==> src/rtl/sid_write_sched_pkg.sv <==
// Shared SID definitions: register map, waveform bits, writer states, bus word.
package sid_pkg;

  // SID voice register offsets
  localparam logic [2:0] REG_FREQ = 3'd0;
  localparam logic [2:0] REG_PW   = 3'd2;
  localparam logic [2:0] REG_ATK  = 3'd4;
  localparam logic [2:0] REG_SUS  = 3'd5;
  localparam logic [2:0] REG_WAV  = 3'd6;

  // WAV register bits
  localparam logic [7:0] WAVE_GATE  = 8'h01;
  localparam logic [7:0] WAVE_SYNC  = 8'h02;
  localparam logic [7:0] WAVE_RING  = 8'h04;
  localparam logic [7:0] WAVE_TEST  = 8'h08;
  localparam logic [7:0] WAVE_TRI   = 8'h10;
  localparam logic [7:0] WAVE_SAW   = 8'h20;
  localparam logic [7:0] WAVE_PULSE = 8'h40;
  localparam logic [7:0] WAVE_NOISE = 8'h80;

  // Note-sequence progress: which of the three locked writes is in flight
  localparam logic [1:0] SEQ_IDLE = 2'd0;
  localparam logic [1:0] SEQ_W1   = 2'd1;
  localparam logic [1:0] SEQ_W2   = 2'd2;
  localparam logic [1:0] SEQ_W3   = 2'd3;

  // Host grants allowed back-to-back while others wait
  localparam logic [1:0] HOST_BURST = 2'd2;

  typedef enum logic [1:0] {
    WR_IDLE   = 2'd0,
    WR_SETUP  = 2'd1,
    WR_STROBE = 2'd2,
    WR_HOLD   = 2'd3
  } wr_state_e;

  typedef struct packed {
    logic [2:0] addr;
    logic [1:0] voice;
    logic [7:0] data;
  } sid_wr_t;

endpackage

==> src/rtl/sid_write_sched_if.sv <==
// Host, note and SID bus signals of the write scheduler.
interface sid_write_sched_if;
  logic       host_valid;
  logic       host_ready;
  logic [2:0] host_addr;
  logic [1:0] host_voice;
  logic [7:0] host_data;

  logic       note_valid;
  logic       note_ready;
  logic [1:0] note_voice;
  logic [7:0] note_freq;
  logic [7:0] note_wave;
  logic [7:0] note_len;

  logic [2:0] sid_addr;
  logic [1:0] sid_voice;
  logic [7:0] sid_data;
  logic       sid_we;

  // scheduler side
  modport slave (
    input  host_valid, host_addr, host_voice, host_data,
    input  note_valid, note_voice, note_freq, note_wave, note_len,
    output host_ready, note_ready,
    output sid_addr, sid_voice, sid_data, sid_we
  );

  // requester / bus observer side
  modport master (
    output host_valid, host_addr, host_voice, host_data,
    output note_valid, note_voice, note_freq, note_wave, note_len,
    input  host_ready, note_ready,
    input  sid_addr, sid_voice, sid_data, sid_we
  );
endinterface

==> src/rtl/sid_bus_writer.sv <==
// Three-cycle SID bus write engine: SETUP (we=0), STROBE (we=1), HOLD (we=0).
module sid_bus_writer
  import sid_pkg::*;
(
  input  logic      clk,
  input  logic      rst_n,
  input  logic      start_i,
  input  sid_wr_t   wr_i,
  output logic      can_grant_o,
  output wr_state_e state_o,
  output sid_wr_t   bus_o,
  output logic      we_o
);

  wr_state_e state_q, state_d;
  sid_wr_t   bus_q;
  logic      we_q;

  // A new write may only be loaded while idle or in the last cycle of a write
  assign can_grant_o = (state_q == WR_IDLE) || (state_q == WR_HOLD);
  assign state_o     = state_q;
  assign bus_o       = bus_q;
  assign we_o        = we_q;

  // Fixed walk through the write phases; HOLD chains straight into the next write
  always_comb begin
    state_d = state_q;
    case (state_q)
      WR_IDLE:   state_d = start_i ? WR_SETUP : WR_IDLE;
      WR_SETUP:  state_d = WR_STROBE;
      WR_STROBE: state_d = WR_HOLD;
      WR_HOLD:   state_d = start_i ? WR_SETUP : WR_IDLE;
      default:   state_d = WR_IDLE;
    endcase
  end

  // Bus word latched at grant so it is steady from SETUP through HOLD
  always_ff @(posedge clk) begin
    if (!rst_n) begin
      state_q <= WR_IDLE;
      bus_q   <= '0;
      we_q    <= 1'b0;
    end else begin
      state_q <= state_d;
      we_q    <= (state_q == WR_SETUP);
      if (start_i && can_grant_o) bus_q <= wr_i;
    end
  end

endmodule

==> src/rtl/sid_write_sched.sv <==
// SID write scheduler: arbitrates host writes, note sequences and gate releases
// onto a single three-cycle SID bus writer; owns the tick and gate timers.
module sid_write_sched
  import sid_pkg::*;
(
  input  logic                clk,
  input  logic                rst_n,
  input  logic [15:0]         tick_div_i,
  output logic                busy_o,
  sid_write_sched_if.slave    sid_if
);

  localparam int NV = 2;  // voices that own a gate timer

  logic            wr_can, wr_go, wr_we;
  wr_state_e       wr_state;
  sid_wr_t         wr_req, wr_bus;

  logic [1:0]      seq_q, seq_d;
  logic            nv_q, nv_d;
  logic [7:0]      nfreq_q, nfreq_d, nwave_q, nwave_d, nlen_q, nlen_d;
  logic [1:0]      hcnt_q, hcnt_d;
  logic [15:0]     tcnt_q, tcnt_d;
  logic            tick;
  logic [NV-1:0][7:0] gate_q, gate_d, wave_q, wave_d;
  logic [NV-1:0]   rel_q, rel_d;

  logic gnt_cont, gnt_host, gnt_rel, gnt_note, rel_v, note_live, fin_hold;

  // voices 2/3 are acknowledged but have no writes or timers
  assign note_live = ~sid_if.note_voice[1];
  // last cycle of the third locked write: arm that voice's gate timer
  assign fin_hold  = (seq_q == SEQ_W3) && (wr_state == WR_HOLD);

  // Grant arbitration, evaluated only when the writer can take a new write
  always_comb begin
    gnt_cont = 1'b0;
    gnt_host = 1'b0;
    gnt_rel  = 1'b0;
    gnt_note = 1'b0;
    rel_v    = ~rel_q[0];
    if (rst_n && wr_can) begin
      if (seq_q == SEQ_W1 || seq_q == SEQ_W2)
        gnt_cont = 1'b1;
      else if (sid_if.host_valid &&
               !(hcnt_q == HOST_BURST && ((|rel_q) || sid_if.note_valid)))
        gnt_host = 1'b1;
      else if (|rel_q)
        gnt_rel = 1'b1;
      else if (sid_if.note_valid)
        gnt_note = 1'b1;
    end
  end

  // Bus word for whichever source won
  always_comb begin
    wr_req = '0;
    if (gnt_cont && seq_q == SEQ_W1) begin
      wr_req.addr  = REG_FREQ;
      wr_req.voice = {1'b0, nv_q};
      wr_req.data  = nfreq_q;
    end else if (gnt_cont) begin
      wr_req.addr  = REG_WAV;
      wr_req.voice = {1'b0, nv_q};
      wr_req.data  = nwave_q | WAVE_GATE;
    end else if (gnt_host) begin
      wr_req.addr  = sid_if.host_addr;
      wr_req.voice = sid_if.host_voice;
      wr_req.data  = sid_if.host_data;
    end else if (gnt_rel) begin
      wr_req.addr  = REG_WAV;
      wr_req.voice = {1'b0, rel_v};
      wr_req.data  = wave_q[rel_v] & ~WAVE_GATE;
    end else if (gnt_note) begin
      wr_req.addr  = REG_WAV;
      wr_req.voice = sid_if.note_voice;
      wr_req.data  = sid_if.note_wave & ~WAVE_GATE;
    end
  end

  assign wr_go = gnt_cont | gnt_host | gnt_rel | (gnt_note & note_live);

  // Next state for sequence lock, fairness count, tick divider and gate timers
  always_comb begin
    seq_d   = seq_q;
    nv_d    = nv_q;
    nfreq_d = nfreq_q;
    nwave_d = nwave_q;
    nlen_d  = nlen_q;
    hcnt_d  = hcnt_q;
    gate_d  = gate_q;
    wave_d  = wave_q;
    rel_d   = rel_q;
    tick    = (tcnt_q >= tick_div_i);
    tcnt_d  = tick ? 16'd0 : tcnt_q + 16'd1;

    if (gnt_note && note_live) begin
      seq_d   = SEQ_W1;
      nv_d    = sid_if.note_voice[0];
      nfreq_d = sid_if.note_freq;
      nwave_d = sid_if.note_wave;
      nlen_d  = sid_if.note_len;
    end else if (gnt_cont) begin
      seq_d = seq_q + 2'd1;
    end else if (fin_hold) begin
      seq_d = SEQ_IDLE;
    end

    if (gnt_host)
      hcnt_d = (hcnt_q == HOST_BURST) ? HOST_BURST : hcnt_q + 2'd1;
    else if (gnt_rel || gnt_note)
      hcnt_d = 2'd0;

    for (int v = 0; v < NV; v++) begin
      if (gnt_note && sid_if.note_voice == 2'(v)) begin
        // a fresh note cancels whatever the old one still had pending
        gate_d[v] = 8'd0;
        rel_d[v]  = 1'b0;
      end else if (fin_hold && nv_q == 1'(v)) begin
        // reload takes precedence over a same-cycle tick
        gate_d[v] = nlen_q;
        wave_d[v] = nwave_q;
      end else begin
        if (tick && gate_q[v] != 8'd0) gate_d[v] = gate_q[v] - 8'd1;
        if (gnt_rel && rel_v == 1'(v))
          rel_d[v] = 1'b0;
        else if (tick && gate_q[v] == 8'd1)
          rel_d[v] = 1'b1;
      end
    end
  end

  // State registers
  always_ff @(posedge clk) begin
    if (!rst_n) begin
      seq_q   <= SEQ_IDLE;
      nv_q    <= 1'b0;
      nfreq_q <= '0;
      nwave_q <= '0;
      nlen_q  <= '0;
      hcnt_q  <= '0;
      tcnt_q  <= '0;
      gate_q  <= '0;
      wave_q  <= '0;
      rel_q   <= '0;
    end else begin
      seq_q   <= seq_d;
      nv_q    <= nv_d;
      nfreq_q <= nfreq_d;
      nwave_q <= nwave_d;
      nlen_q  <= nlen_d;
      hcnt_q  <= hcnt_d;
      tcnt_q  <= tcnt_d;
      gate_q  <= gate_d;
      wave_q  <= wave_d;
      rel_q   <= rel_d;
    end
  end

  sid_bus_writer u_writer (
    .clk         (clk),
    .rst_n       (rst_n),
    .start_i     (wr_go),
    .wr_i        (wr_req),
    .can_grant_o (wr_can),
    .state_o     (wr_state),
    .bus_o       (wr_bus),
    .we_o        (wr_we)
  );

  assign sid_if.host_ready = gnt_host;
  assign sid_if.note_ready = gnt_note;
  assign sid_if.sid_addr   = wr_bus.addr;
  assign sid_if.sid_voice  = wr_bus.voice;
  assign sid_if.sid_data   = wr_bus.data;
  assign sid_if.sid_we     = wr_we;

  assign busy_o = rst_n & ((wr_state != WR_IDLE) | (seq_q != SEQ_IDLE) | (|rel_q) |
                           sid_if.host_valid | sid_if.note_valid);

endmodule

==> src/flat_wrapper.sv <==
// flat-port wrapper written by rule: the top's interface ports become plain ports
module sid_write_sched_flat import sid_pkg::*;
  (clk, rst_n, tick_div_i, busy_o, sid_if_host_valid, sid_if_host_addr, sid_if_host_voice, sid_if_host_data, sid_if_note_valid, sid_if_note_voice, sid_if_note_freq, sid_if_note_wave, sid_if_note_len, sid_if_host_ready, sid_if_note_ready, sid_if_sid_addr, sid_if_sid_voice, sid_if_sid_data, sid_if_sid_we);
  sid_write_sched_if sid_if_i ();
  input  logic clk;
  input  logic rst_n;
  input  logic [15:0] tick_div_i;
  output logic busy_o;
  input wire logic [$bits(sid_if_i.host_valid)-1:0] sid_if_host_valid;
  input wire logic [$bits(sid_if_i.host_addr)-1:0] sid_if_host_addr;
  input wire logic [$bits(sid_if_i.host_voice)-1:0] sid_if_host_voice;
  input wire logic [$bits(sid_if_i.host_data)-1:0] sid_if_host_data;
  input wire logic [$bits(sid_if_i.note_valid)-1:0] sid_if_note_valid;
  input wire logic [$bits(sid_if_i.note_voice)-1:0] sid_if_note_voice;
  input wire logic [$bits(sid_if_i.note_freq)-1:0] sid_if_note_freq;
  input wire logic [$bits(sid_if_i.note_wave)-1:0] sid_if_note_wave;
  input wire logic [$bits(sid_if_i.note_len)-1:0] sid_if_note_len;
  output wire logic [$bits(sid_if_i.host_ready)-1:0] sid_if_host_ready;
  output wire logic [$bits(sid_if_i.note_ready)-1:0] sid_if_note_ready;
  output wire logic [$bits(sid_if_i.sid_addr)-1:0] sid_if_sid_addr;
  output wire logic [$bits(sid_if_i.sid_voice)-1:0] sid_if_sid_voice;
  output wire logic [$bits(sid_if_i.sid_data)-1:0] sid_if_sid_data;
  output wire logic [$bits(sid_if_i.sid_we)-1:0] sid_if_sid_we;
  assign sid_if_i.host_valid = sid_if_host_valid;
  assign sid_if_i.host_addr = sid_if_host_addr;
  assign sid_if_i.host_voice = sid_if_host_voice;
  assign sid_if_i.host_data = sid_if_host_data;
  assign sid_if_i.note_valid = sid_if_note_valid;
  assign sid_if_i.note_voice = sid_if_note_voice;
  assign sid_if_i.note_freq = sid_if_note_freq;
  assign sid_if_i.note_wave = sid_if_note_wave;
  assign sid_if_i.note_len = sid_if_note_len;
  assign sid_if_host_ready = sid_if_i.host_ready;
  assign sid_if_note_ready = sid_if_i.note_ready;
  assign sid_if_sid_addr = sid_if_i.sid_addr;
  assign sid_if_sid_voice = sid_if_i.sid_voice;
  assign sid_if_sid_data = sid_if_i.sid_data;
  assign sid_if_sid_we = sid_if_i.sid_we;
  sid_write_sched u_core (.clk(clk), .rst_n(rst_n), .tick_div_i(tick_div_i), .busy_o(busy_o), .sid_if(sid_if_i));
endmodule
==> config.mk <==
export PLATFORM = sky130hd
export DESIGN_NAME = sid_write_sched_flat
export DESIGN_NICKNAME = d
export VERILOG_FILES = /design/src/rtl/sid_write_sched_pkg.sv /design/src/rtl/sid_write_sched_if.sv /design/src/rtl/sid_bus_writer.sv /design/src/rtl/sid_write_sched.sv /design/src/flat_wrapper.sv
export SDC_FILE = /design/constraint.sdc
export NUM_CORES = 1
export LEC_CHECK = 0
export ABC_AREA = 1
export CORE_MARGIN = 4
export CORE_UTILIZATION = 65
export CTS_BUF_LIST = sky130_fd_sc_hd__clkbuf_16
export DETAILED_ROUTE_END_ITERATION = 10
export DONT_BUFFER_PORTS = 1
export GPL_TIMING_DRIVEN = 0
export PLACE_DENSITY_LB_ADDON = 0.1
export SLEW_MARGIN = 20
export SYNTH_ARGS = -nofsm -noshare
export SYNTH_HDL_FRONTEND = slang
export SYNTH_HIERARCHICAL = 1
export SYNTH_SLANG_ARGS = --single-unit
==> constraint.sdc <==
create_clock -name clk -period 5.81 [get_ports clk]
set_clock_uncertainty 0.15 [all_clocks]
set_input_delay 0.581 -clock clk [delete_from_list [all_inputs] [get_ports clk]]
set_output_delay 0.581 -clock clk [all_outputs]
set_load 0.01 [all_outputs]
==> flow_summary.yaml, run 1 <==
run_status:
  status: "finished clean"
critical_path:
  critical_path.endpoint_type: "primary output"
  start_kind: "register"
  path_max_fanout: 10
  required_ps: 5080
  critical_path_class: "register to primary output"
  worst_ep_arrival_time_ps: 2120
yosys:
  yosysSeqAreaShare_pct: 36.2
  synth_top_family_by_area: "simple AND/OR/NAND/NOR gates"
  syn_area_per_cell_um2: 6.90
  synth_area_leaders: "dfxtp_1 (36%), nand2_1 (11%), nor2_1 (8.0%), inv_1 (7.5%), ha_1 (7.4%)"
  synth_cell_types: 36
  yosysWarnings: 6
  synth_area_leader_cell: "dfxtp_1"
  synth_fa_ha_area_share_pct: 7.38
  syn_area_um2: 5090
  ys_ff_latch: 92
  synthMuxAreaShare_pct: 0
  synth.top_cell.area_share_pct: 36.2
  synth_fp_nets: 826
  netlist_instances: 737
  synth_ff_type: "dfxtp_1"
  async_flop_share_pct: 0
  synth_edf_count: 0
  synth-simple-area-share_pct: 28.7
  synth_compound_area_share_pct: 14.7
  synthXorXnorAreaFrac_pct: 1.89
timing:
  whs_ps: 232
  tns_ps: 0
  fin_crit_sh_pct: 49.1
  hold_violations: 0
  max_freq_mhz: 350
  drv_slew: 0
  maxSlewHeadroom_pct: 47.7
  finalSetupViolations: 0
  rsz0062_at_grt: "no"
  worst_pin_slew_ps: 782
  period_minus_slack_ps: 2860
power:
  clkPwrFrac_pct: 35.3
  ir_drop_v: 0.000162
  p_leak_uw: 0.00253
  p_total_uw: 1750
  p_switching_uw: 551
  combPwrFrac_pct: 22.7
  power_density_nw_per_um2: 316
  intPower_uw: 1200
  sw_frac_of_total_pct: 31.5
  seqPwrFrac_pct: 42.0
cells_and_area:
  layout_common_cells: "nand2_1 (149), nor2_1 (109), inv_1 (102)"
  nNetsFinal: 837
  drive_above_1_share_pct: 8.90
  fill_cells: 640
  antenna_cells: 0
  fin_util_pct: 72.0
  final_common_cell: "nand2_1"
  area_growth_pct: 8.73
clock_network:
  clk_pin_slew_ps: 70
  cts.sink_count: 92
  cts_tree: "yes"
  cts_max_level: 3
  cts_hold_buffers: 0
  post-cts-setup-buffers: 0
  clockBufferDepth: 2
  cts_buffers: 9
  insertion_delay_ps: 330
  postCtsResizedCells: 0
  clock-root-buffer: "clkbuf_16"
drt:
  route.detailed.drc: 0
  vias: 4686
  wl_mm: 11.9
  detail_route.wl_per_cell_um: 13.9
  drt_iter0_markers: 332
  ant_nets: 0
  vias_per_cell: 5.48
  drt_pass1_iterations: 6
grt:
  overflow: 0
  grt_max_degree: 16
  grtUsageTotal_pct: 26.2
  grt_pass1_vias: 4285
  antenna_found_initial: 0
  grt_pass1_wl_mm: 19.2
die:
  io_pins: 76
  start_util_pct: 66.2
  die_w_um: 96.5
  rows: 32
  die_area_um2: 9310
  core_um2: 7690
  die_h_um: 96.5
placement:
  gp_congestion: 0.844
  io_buffers: 0
  dp_hpwl_mm: 8.75
job:
  drv_cap: 0
hold_path:
  hp-class: "input pin to register"
-- Yosys cell counts (all sizes together), types with 9 or more instances --
| master | instances |
|---|---|
| clkbuf | 9 |
| ha | 30 |
| nor2 | 119 |
| or2 | 10 |
| buf | 15 |
| nand2 | 154 |
| nand3 | 41 |
| dfxtp | 92 |
| o21ai | 54 |
| a21oi | 57 |
| inv | 105 |
-- layout make-up --
| type | count | area [um^2] | area share, % |
|---|---|---|---|
| plain buffers | 24 | 168 | 3.03 |
| clock buffers | 9 | 225 | 4.07 |
| clock inverters | 7 | 91.3 | 1.65 |
| inverters | 105 | 397 | 7.17 |
| multi-input cells | 516 | 2680 | 48.5 |
| flip-flops and latches | 92 | 1840 | 33.3 |
| well taps | 102 | 128 | 2.31 |
-- cells by family (layout without fill, tap and decap cells) --
kind of cell / count (synthesis) / in the layout
AND/OR/NAND/NOR: 343 / 343
adder cells (fa/ha/maj): 30 / 30
flip-flops: 92 / 92
AO/OA/AOI/OAI: 132 / 132
buffers and inverters: 129 / 145
XOR/XNOR: 11 / 11
-- metrics by stage --
step / instances / area, um^2 / setup slack (ps)
global placement: 839 / 5220 / 3200
floorplan: 737 / 5090 / 3500
finish: 855 / 5530 / 2950
global route: 855 / 5530 / 2780
detailed placement: 839 / 5220 / 3110
CTS: 855 / 5530 / 3000
-- critical path, cell delays in order (launching register included) --
cell and delay [ps]:
dfxtp_1 400, inv_1 60, ha_1 340, nand2_1 110
nor2_1 140, inv_1 90, nor2_2 380, buf_4 270
-- flip-flops by register name, indices dropped and copies added (netlist names) --
signal and flops:
u_core/nwave_q 7, u_core/nfreq_q 8, u_core/wave_q 14, u_core/gate_q 16, u_core/u_writer/we_o 1, u_core/u_writer/state_o 2
u_core/nlen_q 8, u_core/seq_q 2, u_core/nv_q 1, u_core/hcnt_q 2, u_core/rel_q 2, u_core/tcnt_q 16
u_core/u_writer/bus_o 13
-- path summary, 6_finish.rpt --
check,from,endpoint,slack [ps],depth (start not counted)
setup / recovery,u_core/u_writer/state_o[0]$_SDFF_PN0_,sid_if_host_ready,2950,7
hold / removal,sid_if_note_freq[3],u_core/nfreq_q[3]$_SDFFE_PN0P_,230,2
hold reg to reg,u_core/tcnt_q[0]$_SDFF_PP0_,u_core/tcnt_q[0]$_SDFF_PP0_,320,1
setup reg to reg,u_core/u_writer/state_o[0]$_SDFF_PN0_,u_core/u_writer/bus_o[9]$_SDFFE_PN0P_,3020,16
-- power groups by stage --
stage                     clock network, uW  registers, uW  logic [uW]
after detailed placement                  0            750         385
after floorplan                           0            739         306
final                                   618            736         397
after global routing                    658            743         452
after CTS                               628            736         391
after global placement                    0            747         370
-- layer usage --
metal | GRT usage, % | up-vias | part of all wire, %
li1 | - | 2383 | -
met1 | 33.3 | 2113 | 43
met2 | 44.1 | 178 | 48
met3 | 5.11 | 12 | 8.1
met4 | 9.35 | 0 | 1.1
met5 | 0 | - | 0
No activity file was read; power rests on OpenSTA's default activity.
==> run 2, diff against run 1 <==
ABC_AREA = 0   (was 1)
CORE_UTILIZATION = 58   (was 65)
clock period = 2.4 ns   (was 5.81 ns; I/O delays follow)
==> run 2 against run 1 <==
  * The flow now finishes with violations (negative setup slack)
  * Non-clock buffer count is 54 higher
  * Global-route usage hardly changed
  * Combinational power grew to 3.4 times the previous value
  * Sequential power is 140% higher
  * Largest cell class unchanged
  * Highest routed layer unchanged
==> flow_summary.yaml, run 2 <==
run_status:
  status: "complete, but fails checks"
  violations: "negative setup slack"
cells_and_area:
  nNetsFinal: 715
  reg.largest.list: "u_core/gate_q x16, u_core/tcnt_q x16, u_core/wave_q x14"
  drive_above_1_share_pct: 24.1
  final_common_cell: "nand2_1"
  antenna_cells: 0
  final_cells: 735
  area_growth_pct: 27.3
  layout_common_cells: "nand2_1 (77), dfxtp_1 (74), nor2_1 (64)"
  fin_util_pct: 76.0
  fill_cells: 569
power:
  intPower_uw: 3150
  clkPwrFrac_pct: 32.8
  p_total_uw: 4580
  seqPwrFrac_pct: 38.0
  combPwrFrac_pct: 29.2
  sw_frac_of_total_pct: 31.2
  power_density_nw_per_um2: 733
  ir_drop_v: 0.000567
  p_switching_uw: 1430
  p_leak_uw: 0.00235
critical_path:
  reg2reg_setup_slack_ps: -40
  worstRegToRegCells: 10
  worst_ep_arrival_time_ps: 2510
  critical_path_class: "register to register"
  r2r_end: "u_core/gate_q[3]$_SDFFE_PP0P_"
  path_max_fanout: 8
  critical_path.endpoint_type: "register"
  r2r-start: "u_core/tcnt_q[15]$_SDFF_PP0_"
  start_kind: "register"
  required_ps: 2470
drt:
  vias_per_cell: 6.01
  drt_iter0_markers: 322
  route.detailed.drc: 0
  detail_route.wl_per_cell_um: 18.4
  wl_mm: 13.5
  drt_pass1_iterations: 5
  ant_nets: 0
  vias: 4415
yosys:
  synth-simple-area-share_pct: 22.4
  synthXorXnorAreaFrac_pct: 4.10
  syn_area_um2: 4910
  netlist_instances: 563
  synth_fa_ha_area_share_pct: 7.65
  synth_area_leaders: "dfxtp_1 (38%), ha_1 (7.6%), nand2_1 (6.1%), mux2i_1 (4.9%), nor2_1 (4.9%)"
  synthTopCellsByCount: "dfxtp_1 (92), nand2_1 (80), nor2_1 (64), a21oi_1 (34), inv_1 (31)"
  synth_compound_area_share_pct: 16.1
  synth.most_common_cell: "dfxtp_1"
  synth_ff_type: "dfxtp_1"
  async_flop_share_pct: 0
  synth_edf_count: 0
  synthMuxAreaShare_pct: 6.58
  synth_area_leader_cell: "dfxtp_1"
  syn_area_per_cell_um2: 8.72
  yosysWarnings: 6
  synth_cell_types: 68
  yosysSeqAreaShare_pct: 37.5
  synth_top_family_by_area: "simple AND/OR/NAND/NOR gates"
  synth.top_cell.area_share_pct: 37.5
  synth_fp_nets: 652
  ys_ff_latch: 92
placement:
  gp_congestion: 0.908
  dp.cells: 668
  io_buffers: 0
  dp_hpwl_mm: 8.70
timing:
  worst_pin_slew_ps: 683
  drv_slew: 0
  rsz0062_at_grt: "yes"
  maxSlewHeadroom_pct: 54.5
  hold_violations: 0
  max_freq_mhz: 410
  fin_crit_sh_pct: 102
  finalSetupViolations: 4
  setup_slack_ps: -40.9
  period_minus_slack_ps: 2440
grt:
  grtUsageTotal_pct: 26.2
  grt_max_degree: 16
  overflow: 0
  grt_pass1_vias: 4374
  antenna_found_initial: 0
  grt_pass1_wl_mm: 21.1
die:
  die_area_um2: 10000
  die_w_um: 100
  io_pins: 76
  start_util_pct: 59.7
  rows: 33
  die_h_um: 100
  core_um2: 8220
job:
  drv_cap: 0
clock_network:
  cts_tree: "yes"
  cts_buffers: 9
  clock-root-buffer: "clkbuf_16"
  clk_pin_slew_ps: 60
  clockBufferDepth: 2
  cts.sink_count: 92
  insertion_delay_ps: 330
  cts_max_level: 3
hold_path:
  whs_endpoint: "u_core/nv_q$_SDFFE_PN0P_"
  worst_hold_path.num_cells: 2
  worst_hold_startpoint: "sid_if_note_voice[0]"
  hp-class: "input pin to register"
-- run 2: cell types whose count changed after synthesis, moves of 11 or more --
| cell | delta |
|---|---|
| inv_1 | -70 |
| nand2_1 | -69 |
| nor2_1 | -45 |
| o21ai_0 | -34 |
| mux2i_1 | +24 |
| a21oi_1 | -23 |
| nand3_1 | -22 |
| o21ai_2 | +11 |
-- run 2: cell families (layout without fill, tap and decap cells) --
family,Yosys count,in the layout
simple gates,226,226
compound gates,104,104
flops,92,92
buf+inv,57,124
mux,31,31
fa+ha+maj,30,30
xor+xnor,23,23
-- run 2: stage by stage --
stage | hold WS (ps) | setup WS (ps) | instance area, um^2 | setup TNS, ps
floorplan | 226 | 29.6 | 4940 | 0
global placement | 228 | -401 | 5070 | -8450
detailed placement | 233 | -470 | 5070 | -10530
CTS | 21.2 | -33.4 | 5980 | -101
global route | 26.9 | -120 | 6250 | -1300
finish | 11.3 | -40.9 | 6250 | -69.5
-- run 2: timing repair --
item / 4_1_cts / 5_1_grt
resized for setup: 51 / 45
hold buffers: 23 / 0
gates cloned: 2 / 0
setup buffers: 16 / 14
endpoints found under the setup margin: 68 / 66
hold endpoints to repair: 23 / 0
pin swaps: 20 / 30
-- run 2: worst max-delay path by stage --
| stage | cells after the start | slack [ps] | to | from |
|---|---|---|---|---|
| 6_report | 10 | -40 | u_core/gate_q[3]$_SDFFE_PP0P_ | u_core/tcnt_q[15]$_SDFF_PP0_ |
| 5_1_grt | 10 | -120 | u_core/gate_q[7]$_SDFFE_PP0P_ | u_core/tcnt_q[15]$_SDFF_PP0_ |
| 4_1_cts | 10 | -30 | u_core/gate_q[12]$_SDFFE_PP0P_ | u_core/tcnt_q[0]$_SDFF_PP0_ |
| 3_5_place_dp | 10 | -470 | u_core/u_writer/bus_o[4]$_SDFFE_PN0P_ | u_core/u_writer/state_o[0]$_SDFF_PN0_ |
| 3_3_place_gp | 10 | -400 | u_core/u_writer/bus_o[6]$_SDFFE_PN0P_ | u_core/u_writer/state_o[0]$_SDFF_PN0_ |
| 2_1_floorplan | 10 | 30 | u_core/gate_q[12]$_SDFFE_PP0P_ | u_core/tcnt_q[0]$_SDFF_PP0_ |
-- run 2: critical path, cell delays in order (launching register included) --
cell       delay (ps)
dfxtp_2           340
ha_4              300
nand4_4           140
nor2_1            230
a2111oi_4          80
buf_4             170
buf_4             140
a22oi_4           290
nand3b_1          130
xnor2_1           150
a22o_1            200
-- run 2: final cells by class --
class,instances,area [um^2],area share (%)
flip-flops and latches,92,1880,30.0
plain buffers,24,205,3.28
well taps,105,131,2.10
inverters,31,116,1.86
clock inverters,6,88.8,1.42
clock buffers,9,225,3.60
repair buffers,54,510,8.17
multi-input cells,414,3090,49.5
-- run 2: power groups by stage --
stage	logic (uW)	clock network [uW]	registers, uW
after global placement	959	0	1770
after floorplan	776	0	1740
final	1340	1500	1740
after global routing	1440	1580	1750
after CTS	1180	1510	1740
after detailed placement	983	0	1770
-- run 2: layer usage --
layer | vias up | GRT usage [%] | share of wire (%)
met5 | - | 0 | 0
li1 | 2107 | - | -
met2 | 175 | 46.3 | 52
met4 | 0 | 9.43 | 1.9
met3 | 24 | 5.28 | 6.5
met1 | 2109 | 31.5 | 40
==> run 3, diff against run 2 <==
ABC_AREA = 1   (was 0)
SYNTH_HIERARCHICAL = default   (was 1)
==> run 3 against run 2 <==
  * The flow finishes with violations (negative hold slack)
  * Via count rose by 7.8%
  * Combinational power shrank 21%
  * Synthesized area increased by 0.23%
  * Cell area shrank 9.4%
  * Wire length down 9.5%
  * Global-route usage fell by 1.3 points
  * Utilization fell by 7.2 points
  * Clock power decreased by 11%
  * Cell count increased by 16%
  * Critical path type unchanged
  * Highest routed layer unchanged
==> flow_summary.yaml, run 3 <==
yosys:
  synthTopCellsByCount: "nand2_1 (158), dfxtp_1 (92), inv_1 (86)"
  synth.top_cell.area_share_pct: 37.4
  synth_area_leader_cell: "dfxtp_1"
  async_flop_share_pct: 0
  synth.most_common_cell: "nand2_1"
  yosysSeqAreaShare_pct: 37.4
  netlist_instances: 705
  synth_ff_type: "dfxtp_1"
  syn_area_per_cell_um2: 6.98
  ys_ff_latch: 92
  yosysWarnings: 0
  synth_cell_types: 36
  synth_edf_count: 0
  synth_fp_nets: 796
  synth_area_leaders: "dfxtp_1 (37%), nand2_1 (12%), ha_1 (8.1%), a21oi_1 (6.7%), o21ai_0 (6.7%)"
  syn_area_um2: 4920
power:
  ir_drop_v: 0.000586
  power_density_nw_per_um2: 746
  p_total_uw: 4220
  p_leak_uw: 0.00248
die:
  die_area_um2: 10000
  io_pins: 76
  start_util_pct: 59.9
  rows: 33
  die_h_um: 100
  die_w_um: 100
  core_um2: 8220
cells_and_area:
  nNetsFinal: 836
  final_common_cell: "nand2_1"
  drive_above_1_share_pct: 8.67
  layout_common_cells: "nand2_1 (153), dfxtp_1 (89), inv_1 (86)"
  reg.largest.list: "u_core.gate_q x16, u_core.tcnt_q x16, u_core.wave_q x14"
  antenna_cells: 0
  fin_area_um2: 5660
  area_growth_pct: 15.0
drt:
  vias_per_cell: 5.57
  drt_pass1_iterations: 5
  route.detailed.drc: 0
  drt_iter0_markers: 226
  detail_route.wl_per_cell_um: 14.3
  wl_mm: 12.2
  vias: 4759
  ant_nets: 0
grt:
  grtUsageTotal_pct: 24.9
  grt_max_degree: 17
  antenna_found_initial: 0
  overflow: 0
  grt_pass1_wl_mm: 20.4
  grt_pass1_vias: 4543
clock_network:
  cts_buffers: 9
  clockBufferDepth: 2
  clk_pin_slew_ps: 70
  cts.sink_count: 92
  cts_max_level: 3
  insertion_delay_ps: 340
  clock-root-buffer: "clkbuf_16"
  cts_tree: "yes"
timing:
  maxSlewHeadroom_pct: 63.5
  period_minus_slack_ps: 2290
  hold_violations: 1
  drv_slew: 0
  max_freq_mhz: 437
  finalSetupViolations: 0
  fin_crit_sh_pct: 95.3
  worst_pin_slew_ps: 547
  whs_ps: -0.738
hold_path:
  hp-class: "input pin to register"
  worst_hold_path.num_cells: 4
  whs_endpoint: "u_core.u_writer.bus_o[4]$_SDFFE_PN0P_"
  worst_hold_startpoint: "sid_if_note_wave[4]"
critical_path:
  slowest_stage: "dfxtp_2"
  path_max_fanout: 10
  path_buf_inv: 3
  required_ps: 2460
  reg2reg_setup_slack_ps: 110
  slowest_delay_ps: 350
  r2r_end: "u_core.nfreq_q[2]$_SDFFE_PN0P_"
  start_kind: "register"
  critical_path_class: "register to register"
  critical_path.endpoint_type: "register"
  crit_path_cell_trace: "inv_1, ha_4, nor2_4, nand2_2, nor3_4, nand2_4, nor2_8, inv_2, clkbuf_2, o21ai_0, a21oi_1"
  crit_family: "simple AND/OR/NAND/NOR gates"
  worstRegToRegCells: 11
  worst_ep_arrival_time_ps: 2350
  r2r-start: "u_core.u_writer.state_o[0]$_SDFF_PN0_"
placement:
  place_area_um2: 5050
  dp_hpwl_mm: 8.89
  gp_congestion: 0.886
  io_buffers: 0
run_status:
  violations: "negative hold slack"
  status: "complete, but fails checks"
job:
  drv_cap: 0
-- run 3: cell types whose count changed in the layout (fill, tap and decap cells not counted), sizes merged, moves of 11 or more --
cell / delta
inv: +62
nand3: +18
o21ai: +40
nand2: +81
buf: -36
nand4: -11
mux2i: -24
a21oi: +30
xor2: -14
-- run 3: what timing repair did --
| action | CTS | global route |
|---|---|---|
| hold buffers | 27 | 0 |
| resized for setup | 0 | 16 |
| setup buffers | 0 | 2 |
| setup endpoints to repair | 0 | 65 |
| hold endpoints to repair | 27 | 0 |
-- run 3: worst min-delay path: stages --
cell	delay, ps
nand2_1	30
nand3_1	70
nor3_2	40
nor2_1	70
-- run 3: stage by stage --
step	hold slack [ps]	util, %	setup TNS, ps	setup WS, ps	instances
after floorplan	225	-	0	339	705
after global placement	228	61.5	0	62.1	810
after detailed placement	234	61.5	0	12.8	810
after CTS	2.69	68.1	0	0.364	853
after global routing	19.0	68.9	-3.71	-3.71	855
final	-0.738	68.9	0	112	855
-- run 3: cells by family after synthesis --
family                   synth area share [%]
buffers and inverters                    9.28
adder cells (fa/ha/maj)                  8.14
XOR/XNOR                                0.534
AO/OA/AOI/OAI                            16.2
AND/OR/NAND/NOR                          28.4
flip-flops                               37.4
-- run 3: final cells by class --
type | count | area (um^2)
multi-input combinational | 500 | 2660
inverter | 93 | 352
clock buffer | 9 | 225
fill | 707 | 2560
tap | 105 | 131
clock inverter | 7 | 51.3
sequential | 92 | 1850
timing repair buffer | 29 | 285
buffer | 20 | 108
-- run 3: worst max-delay path by stage --
stage | startpoint | endpoint | slack, ps | depth (start not counted)
floorplan | u_core.u_writer.state_o[0]$_SDFF_PN0_ | u_core.wave_q[4]$_SDFFE_PN0P_ | 340 | 13
global placement | u_core.u_writer.state_o[0]$_SDFF_PN0_ | u_core.u_writer.bus_o[2]$_SDFFE_PN0P_ | 60 | 13
detailed placement | u_core.u_writer.state_o[0]$_SDFF_PN0_ | u_core.nfreq_q[2]$_SDFFE_PN0P_ | 10 | 11
CTS | u_core.u_writer.state_o[0]$_SDFF_PN0_ | u_core.nfreq_q[2]$_SDFFE_PN0P_ | 0.4 | 11
global route | u_core.u_writer.state_o[0]$_SDFF_PN0_ | u_core.u_writer.bus_o[2]$_SDFFE_PN0P_ | -4 | 13
finish | u_core.u_writer.state_o[0]$_SDFF_PN0_ | u_core.nfreq_q[2]$_SDFFE_PN0P_ | 110 | 11
-- run 3: layer usage --
metal / share of wire (%) / routed length [um] / track usage, % / vias to the layer above
li1: - / - / - / 2373
met1: 41 / 5060 / 30.4 / 2173
met2: 49 / 5950 / 42.9 / 186
met3: 7.6 / 933 / 5.84 / 27
met4: 2.2 / 264 / 9.02 / 0
met5: 0 / 0 / 0 / -
-- run 3: report_power, final --
group / switching [uW] / leakage (uW) / internal [uW]
logic: 664 / 0.00159 / 394
registers: 142 / 0.000746 / 1700
clock network: 617 / 0.000139 / 709
